## config.mk

```make
export PLATFORM = sky130hd
export DESIGN_NAME = calc_controller
export DESIGN_NICKNAME = d
export VERILOG_FILES = /design/src/rtl/calc_controller.sv
export SDC_FILE = /design/constraint.sdc
export NUM_CORES = 1
export LEC_CHECK = 0
export ABC_CLOCK_PERIOD_IN_PS = 1700
export BUFFER_PORTS_ARGS = -buffer_cell sky130_fd_sc_hd__buf_4
export CAP_MARGIN = 20
export CORE_UTILIZATION = 42
export CTS_CLUSTER_DIAMETER = 200
export DETAILED_ROUTE_END_ITERATION = 8
export PLACE_DENSITY = 0.73
export REMOVE_ABC_BUFFERS = 1
export SLEW_MARGIN = 20
export SYNTH_ARGS = -nofsm -noshare
export SYNTH_HDL_FRONTEND = slang
export SYNTH_SLANG_ARGS = --single-unit
```

## constraint.sdc

```tcl
create_clock -name clk_i -period 1.7 [get_ports clk_i]
set_clock_uncertainty 0.05 [all_clocks]
set_input_delay 0 -clock clk_i [delete_from_list [all_inputs] [get_ports clk_i]]
set_output_delay 0 -clock clk_i [all_outputs]
set_load 0.005 [all_outputs]
```

## src/rtl/calc_controller.sv

```systemverilog
// calc_controller: multi-cycle fetch/decode/execute control FSM driving the calculator datapath.
// Ports:
//   clk_i          - clock, rising edge
//   reset_ni       - asynchronous active-low reset
//   run_i          - 1 = execute, 0 = stop at the next instruction boundary
//   instr_i        - memory port A read data, captured into ir on the DECODE edge
//   regwrite_o     - register file write strobe
//   wa_o/ra1_o/ra2_o - register addresses ir[11:8], ir[7:4], ir[3:0]
//   aluop_o        - ALU function (ir[14:12] for ALU ops in EXEC/WB, else 0)
//   we_a_o         - port A write enable, tied low (port A is fetch-only)
//   we_b_o         - port B write strobe
//   ld_mux_en_a_o  - register write data from q_b (1) or ALU (0)
//   ld_mux_en_b_o  - port B address from rd1
//   pc_en_o        - PC increment
//   ld_pc_en_o     - PC load from rd1 (jump)
//   pc_mux_o       - port A address from PC
//   state_o        - current state for debug
//   halted_o       - high in HALT
//   illegal_o      - one-cycle pulse on an undefined opcode
module calc_controller (
    input  logic        clk_i,
    input  logic        reset_ni,
    input  logic        run_i,
    input  logic [15:0] instr_i,
    output logic        regwrite_o,
    output logic [3:0]  wa_o,
    output logic [3:0]  ra1_o,
    output logic [3:0]  ra2_o,
    output logic [2:0]  aluop_o,
    output logic        we_a_o,
    output logic        we_b_o,
    output logic        ld_mux_en_a_o,
    output logic        ld_mux_en_b_o,
    output logic        pc_en_o,
    output logic        ld_pc_en_o,
    output logic        pc_mux_o,
    output logic [2:0]  state_o,
    output logic        halted_o,
    output logic        illegal_o
);
    localparam logic [2:0] IDLE   = 3'd0;
    localparam logic [2:0] FETCH  = 3'd1;
    localparam logic [2:0] DECODE = 3'd2;
    localparam logic [2:0] EXEC   = 3'd3;
    localparam logic [2:0] MEM    = 3'd4;
    localparam logic [2:0] WB     = 3'd5;
    localparam logic [2:0] HALT   = 3'd6;
    logic [2:0]  state_q, state_d, bnd;
    logic [15:0] ir_q, ir_d;
    logic [3:0]  op;
    logic        is_alu, is_ld, is_st, is_jmp, is_hlt, is_ill;
    assign op     = ir_q[15:12];
    assign is_alu = ~op[3];
    assign is_ld  = op == 4'h8;
    assign is_st  = op == 4'h9;
    assign is_jmp = op == 4'hA;
    assign is_hlt = op == 4'hF;
    assign is_ill = op[3] & ~is_ld & ~is_st & ~is_jmp & ~is_hlt;
    // run is only consulted at instruction boundaries, IDLE and HALT
    assign bnd    = run_i ? FETCH : IDLE;
    assign ir_d   = (state_q == DECODE) ? instr_i : ir_q;
    always_comb begin
        state_d = IDLE;
        case (state_q)
            IDLE:    state_d = bnd;
            FETCH:   state_d = DECODE;
            DECODE:  state_d = EXEC;
            EXEC:    state_d = is_alu ? WB : (is_ld | is_st) ? MEM : is_hlt ? HALT : bnd;
            MEM:     state_d = is_ld ? WB : bnd;
            WB:      state_d = bnd;
            HALT:    state_d = run_i ? HALT : IDLE;
            default: state_d = IDLE;
        endcase
    end
    always_ff @(posedge clk_i or negedge reset_ni) begin
        if (!reset_ni) begin
            state_q <= IDLE;
            ir_q    <= 16'h0000;
        end else begin
            state_q <= state_d;
            ir_q    <= ir_d;
        end
    end
    // Moore outputs: decoded from state_q and ir_q only
    assign state_o       = state_q;
    assign wa_o          = ir_q[11:8];
    assign ra1_o         = ir_q[7:4];
    assign ra2_o         = ir_q[3:0];
    assign we_a_o        = 1'b0;
    assign pc_mux_o      = (state_q == FETCH) | (state_q == DECODE);
    assign pc_en_o       = state_q == DECODE;
    assign ld_pc_en_o    = (state_q == EXEC) & is_jmp;
    assign illegal_o     = (state_q == EXEC) & is_ill;
    assign aluop_o       = (((state_q == EXEC) | (state_q == WB)) & is_alu) ? ir_q[14:12] : 3'd0;
    assign ld_mux_en_b_o = (((state_q == EXEC) | (state_q == MEM)) & (is_ld | is_st)) | ((state_q == WB) & is_ld);
    assign we_b_o        = (state_q == MEM) & is_st;
    assign regwrite_o    = state_q == WB;
    assign ld_mux_en_a_o = (state_q == WB) & is_ld;
    assign halted_o      = state_q == HALT;
endmodule

```

==> flow_summary_export.csv, run 1 <==
group,metric,value,unit
critical_path,critPathMaxStageDelay,0.49,ns
pwr,power.switching,0.000919,W
sta,fmax,634,MHz
critical_path,path_depth,4,
cells_and_area,antennaDiodeCount,0,
floorplan,rows,18,
logic_synthesis,synthTopCellsByCount,"19 x dfrtp_1, 13 x buf_4, 9 x mux2_4",
detailed_routing,wl_per_cell,13.0,um
cells_and_area,fin_nets,166,
cells_and_area,finalNonFillerCells,176,
clock_network,cts_tree,"yes",
floorplan,die_area,2890,um2
sta,period_needed,1.58,ns
outcome,status,"complete, no violations",
global_routing,grt_pass1_vias,846,
critical_path,slowest_stage,"dfrtp_2",
clock_network,clk_pin_slew,0.10,ns
critical_path,end_kind,"output pin",
place,hpwlAfterDp,1.53,mm
logic_synthesis,ys_ff_latch,19,
critical_path,reg2reg_to,"state_o[2]",
logic_synthesis,yosysMostFrequentCell,"dfrtp_1",
pwr,p_clk_frac,0.082,
detailed_routing,drtPass1Iterations,4,
logic_synthesis,syn-cell-area,1130,um2
global_routing,grt.total_usage,0.173,
logic_synthesis,ys.warnings.count,0,
clock_network,cts_buffers,3,
sta,hold_viol,0,
place,io_buffer_count,45,
flow_run,drv_cap,0,
logic_synthesis,ys.flop_type,"dfrtp_1",
logic_synthesis,ys_async_sr_fraction,1.00,
clock_network,root_buffer,"clkbuf_4",
detailed_routing,dr.first_iter.drc_count,8,
detailed_routing,viasPerCell,4.90,
critical_path,reg2reg_depth,3,
critical_path,r2r_start,"ir_q[13]",
logic_synthesis,yosysTopAreaCell,"dfrtp_1",
critical_path,crit_buf_inv,2,
global_routing,antenna_found_initial,0,
clock_network,htree_levels,1,
floorplan,boundaryPins,47,
detailed_routing,num_vias,863,
logic_synthesis,syn-mean-instance-area,11.7,um2
global_routing,grt_first_pass_wirelength,3.64,mm
critical_path,critPathArrivalTime,1.53,ns
hold_path,hold_path_class,"in -> async",
clock_network,insertion_delay,0.28,ns
detailed_routing,route.detailed.drc,0,
floorplan,die_height,53.8,um
pwr,finalPower,0.00264,W
clock_network,post-cts-setup-buffer-count,0,
clock_network,cts_buffer_depth,2,
pwr,ir_worst_vdd,1.15,mV
pwr,p_seq_frac,0.354,
logic_synthesis,ys_types,35,
cells_and_area,drive_gt1_frac,0.493,
floorplan,initial_utilization,0.450,
global_routing,overflow,0,
place,dp.cells,154,
sta,drv_slew,0,
sta,rsz0062_at_grt,"false",
logic_synthesis,yosysSeqAreaShare,0.422,
detailed_routing,route.final.wire_length,2.29,mm
logic_synthesis,synthCells,96,
floorplan,core-area,2500,um2
logic_synthesis,netlist_top_cells_area,"dfrtp_1 42%, mux2_4 12%, buf_4 8.7%",
critical_path,r2r_slack,0.24,ns
pwr,leakage,0.761,nW
sta,setup_viol,0,
pwr,netSwitchingFraction,0.348,
floorplan,die_w,53.8,um
critical_path,path_max_fanout,9,
cells_and_area,fin_util,0.642,
logic_synthesis,synth_top_area_share,0.422,
global_routing,grt_max_degree,20,
critical_path,cp_cell_sequence,"inv_1, nand3_1, nor4b_2, buf_4",
pwr,p_int,0.00172,W
critical_path,path_class,"reg -> out",
logic_synthesis,synth_edf_count,0,
critical_path,cp.required,1.65,ns
clock_network,clock_sinks,19,
pwr,power_frac_comb,0.565,
place,gp_congestion,0.767,
pwr,pwr_density_cell,1650,nW/um2
sta,finalCritPeriodShare,0.928,
detailed_routing,ant_nets,0,
cells_and_area,area_growth,42.4,%
critical_path,critPathLaunchType,"flip-flop",
critical_path,crit_family,"flip-flops",
==> cell type report <==
cell class,instances,area (um2)
fillers,209,896
repair buffers,66,553
multi-input cells,56,507
flip-flops and latches,19,477
well taps,30,37.5
clock buffers,4,26.3
inverters,1,3.75
==> metal layers <==
| metal | global-route usage | up-vias | wire length, um |
|---|---|---|---|
| li1 | - | 418 | - |
| met2 | 0.313 | 36 | 1160 |
| met3 | 0.0198 | 2 | 143 |
| met1 | 0.212 | 407 | 985 |
| met5 | 0 | - | 0 |
| met4 | 0.0526 | 0 | 7 |
==> power groups by stage <==
stage / logic, W / clock network (W) / registers (W)
after detailed placement: 0.00145 / 0 / 0.000926
after CTS: 0.00147 / 0.000225 / 0.000927
final: 0.00149 / 0.000215 / 0.000933
after global placement: 0.00140 / 0 / 0.000917
after floorplan: 0.000743 / 0 / 0.000956
after global routing: 0.00162 / 0.000237 / 0.000977
==> per-stage QoR <==
| stage | setup TNS, ns | hold slack, ns | area [um2] | worst slack [ns] |
|---|---|---|---|---|
| 2_1_floorplan | -2.04 | -0.346 | 975 | -0.160 |
| 3_3_place_gp | 0 | -0.170 | 1390 | 0.302 |
| 3_5_place_dp | 0 | -0.164 | 1390 | 0.245 |
| 4_1_cts | 0 | 0.0602 | 1590 | 0.00894 |
| 5_1_grt | 0 | 0.0888 | 1600 | 0.0272 |
| 6_report | 0 | 0.0680 | 1600 | 0.123 |
==> sequential cells by signal, indices dropped and copies added, names as in the netlist <==
register  cells
ir_q         16
state_o       3
==> placed cells by master, fill, tap and decap left out, types with 2 or more instances in the layout <==
cell type	Yosys	layout
buf_4	13	47
mux2_4	9	9
clkbuf_4	0	3
nor2b_1	2	2
xnor2_1	2	2
and2_1	5	5
nand2_1	5	5
nand3_1	2	2
mux2_2	7	7
dlygate4sd3_1	0	18
nor4b_2	1	2
nor2_1	2	2
nand2b_1	2	2
dfrtp_1	19	18
==> logic make-up after synthesis <==
| group | Yosys count | share of synthesized area |
|---|---|---|
| flip-flops | 19 | 0.422 |
| XOR/XNOR | 3 | 0.0233 |
| other | 1 | 0.00333 |
| AND/OR/NAND/NOR | 26 | 0.153 |
| multiplexers | 17 | 0.199 |
| buffers and inverters | 21 | 0.138 |
| AO/OA/AOI/OAI | 9 | 0.0611 |
==> repair_timing <==
action | in CTS | in global routing
resized for setup | 0 | 3
setup endpoints to repair | 0 | 3
hold buffers | 18 | 0
endpoints found under the hold margin | 36 | 0
==> how the worst max path moves through the flow <==
| stage | endpoint | start | slack, ns |
|---|---|---|---|
| final | ld_pc_en_o | state_o[2] | 0.12 |
| after global routing | ld_pc_en_o | state_o[2] | 0.03 |
| after CTS | ld_pc_en_o | state_o[2] | 0.009 |
| after detailed placement | state_o[2] | ir_q[13] | 0.24 |
| after global placement | ir_q[2] | state_o[2] | 0.30 |
| after floorplan | ir_q[0] | state_o[1] | -0.16 |
Note: power is estimated with default switching activity, not from simulation.
==> inputs of run 2 (changes only) <==
--- a/config.mk
+++ b/config.mk
@@ -8,6 +8,7 @@
 export ABC_CLOCK_PERIOD_IN_PS = 1700
 export BUFFER_PORTS_ARGS = -buffer_cell sky130_fd_sc_hd__buf_4
 export CAP_MARGIN = 20
+export CORE_MARGIN = 2
 export CORE_UTILIZATION = 42
 export CTS_CLUSTER_DIAMETER = 200
 export DETAILED_ROUTE_END_ITERATION = 8
==> constraint.sdc (replaced) <==
create_clock -name clk_i -period 1.7 [get_ports clk_i]
set_clock_uncertainty 0.05 [all_clocks]
set_input_delay 0 -clock clk_i [delete_from_list [all_inputs] [get_ports clk_i]]
set_output_delay 0 -clock clk_i [all_outputs]
set_load 0.02 [all_outputs]
==> run 2 against run 1 <==
Net effect: sequential power rose by 2%; clock power rose by 4%; sequential share of layout area fell by 0.25 points; clock-buffer cell count did not move; worst hold slack got worse by 0.0046 ns; cell area rose by 0.86%; first-iteration DRC count rose to 3.8 times the previous value; critical path depth did not move; flip-flop and latch count did not move; die area rose by 7.6%; core utilization rose by 0.55 points; largest power group unchanged; highest routed layer unchanged.
==> flow_summary_export.csv, run 2 (synthesized netlist as in run 1, its figures left out) <==
group,metric,value,unit
detailed_routing,route.final.wire_length,2.47,mm
critical_path,cp.required,1.65,ns
critical_path,end_kind,"output pin",
detailed_routing,route.detailed.drc,0,
cells_and_area,final_cell_mix,"47 x buf_4, 18 x dlygate4sd3_1, 18 x dfrtp_1, 9 x mux2_4, 7 x mux2_2",
pwr,pwr_density_cell,1850,nW/um2
pwr,leakage,0.768,nW
floorplan,rows,18,
clock_network,root_buffer,"clkbuf_4",
cells_and_area,area_growth,43.7,%
cells_and_area,drive_gt1_frac,0.500,
clock_network,cts_tree,"yes",
global_routing,overflow,0,
sta,period_needed,1.58,ns
flow_run,drv_cap,0,
floorplan,core-area,2500,um2
sta,drv_slew,0,
floorplan,die_w,55.8,um
clock_network,clk_pin_slew,0.10,ns
clock_network,htree_levels,1,
hold_path,hold_path_class,"in -> async",
place,io_buffer_count,45,
sta,finalCritPeriodShare,0.928,
detailed_routing,viasPerCell,4.93,
clock_network,cts_buffer_depth,2,
sta,hold_viol,0,
place,hpwlAfterDp,1.53,mm
detailed_routing,dr.first_iter.drc_count,30,
cells_and_area,largest_register_ffs,16,
sta,whs,0.0634,ns
sta,final.setup.worst_slack,0.123,ns
global_routing,antenna_found_initial,0,
clock_network,insertion_delay,0.29,ns
cells_and_area,top_register,"ir_q",
place,dp_slack,0.250,ns
critical_path,critPathLaunchType,"flip-flop",
detailed_routing,drtPass1Iterations,3,
detailed_routing,wl_per_cell,14.1,um
critical_path,path_max_fanout,9,
cells_and_area,mostFrequentLayoutCell,"buf_4",
detailed_routing,ant_nets,0,
global_routing,grt_pass1_vias,905,
floorplan,die_height,55.8,um
sta,fmax,634,MHz
cells_and_area,fin_util,0.647,
clock_network,post-cts-setup-buffer-count,0,
outcome,status,"complete, no violations",
place,gp_congestion,0.770,
pwr,ir_worst_vdd,1.34,mV
clock_network,clock_sinks,19,
critical_path,path_class,"reg -> out",
detailed_routing,num_vias,868,
cells_and_area,fin_nets,166,
floorplan,initial_utilization,0.450,
cells_and_area,antennaDiodeCount,0,
global_routing,grt.total_usage,0.170,
global_routing,grt_max_degree,20,
sta,setup_viol,0,
floorplan,boundaryPins,47,
critical_path,critPathArrivalTime,1.53,ns
floorplan,die_area,3110,um2
global_routing,grt_first_pass_wirelength,4.18,mm
clock_network,cts_buffers,3,
-- run 2: layout make-up --
| type | count | area (um2) |
|---|---|---|
| Fill cell | 192 | 882 |
| Timing Repair Buffer | 66 | 553 |
| Multi-Input combinational cell | 56 | 520 |
| Sequential cell | 19 | 477 |
| Tap cell | 30 | 37.5 |
| Clock buffer | 4 | 26.3 |
| Inverter | 1 | 3.75 |
-- run 2: worst max-delay path: stages (launching register included) --
cell,delay [ns]
dfrtp_1,0.57
nand2_1,0.12
xor2_1,0.16
nor3b_1,0.22
buf_4,0.18
-- run 2: per-stage QoR --
step | power (W) | setup TNS (ns) | cell area (um2) | cells
2_1_floorplan | 0.00200 | -5.45 | 975 | 76
3_3_place_gp | 0.00264 | 0 | 1390 | 154
3_5_place_dp | 0.00268 | 0 | 1390 | 154
4_1_cts | 0.00295 | 0 | 1590 | 176
5_1_grt | 0.00319 | -0.0114 | 1620 | 176
6_report | 0.00299 | 0 | 1620 | 176
-- run 2: routing by layer --
| metal | part of all wire | vias up | GRT usage |
|---|---|---|---|
| met5 | 0 | - | 0 |
| met4 | 0.0016 | 0 | 0.0592 |
| met3 | 0.061 | 2 | 0.0349 |
| met2 | 0.52 | 36 | 0.298 |
| met1 | 0.42 | 414 | 0.207 |
| li1 | - | 416 | - |
-- run 2: worst paths after layout --
check | start | to | slack (ns) | cells past startpoint
max in group asynchronous | reset_ni | state_o[2] | 1.32 | 2
worst min-delay path | reset_ni | ir_q[1] | 0.06 | 2
min in group clk_i | instr_i[10] | ir_q[10] | 0.43 | 3
worst min register to register | ir_q[10] | ir_q[10] | 0.48 | 1
worst max register to register | ir_q[13] | state_o[2] | 0.27 | 3
worst max-delay path | ir_q[12] | illegal_o | 0.12 | 4
-- run 2: power breakdown --
group | total (W) | internal, W | switching, W
clock network | 0.000224 | 0.0000912 | 0.000133
registers | 0.000953 | 0.000685 | 0.000267
logic | 0.00181 | 0.000974 | 0.000838
-- run 2: repair_timing --
item                                   in CTS  in global routing
setup endpoints to repair                   0                  6
resized for setup                           0                  5
hold buffers                               18                  0
endpoints found under the hold margin      36                  0
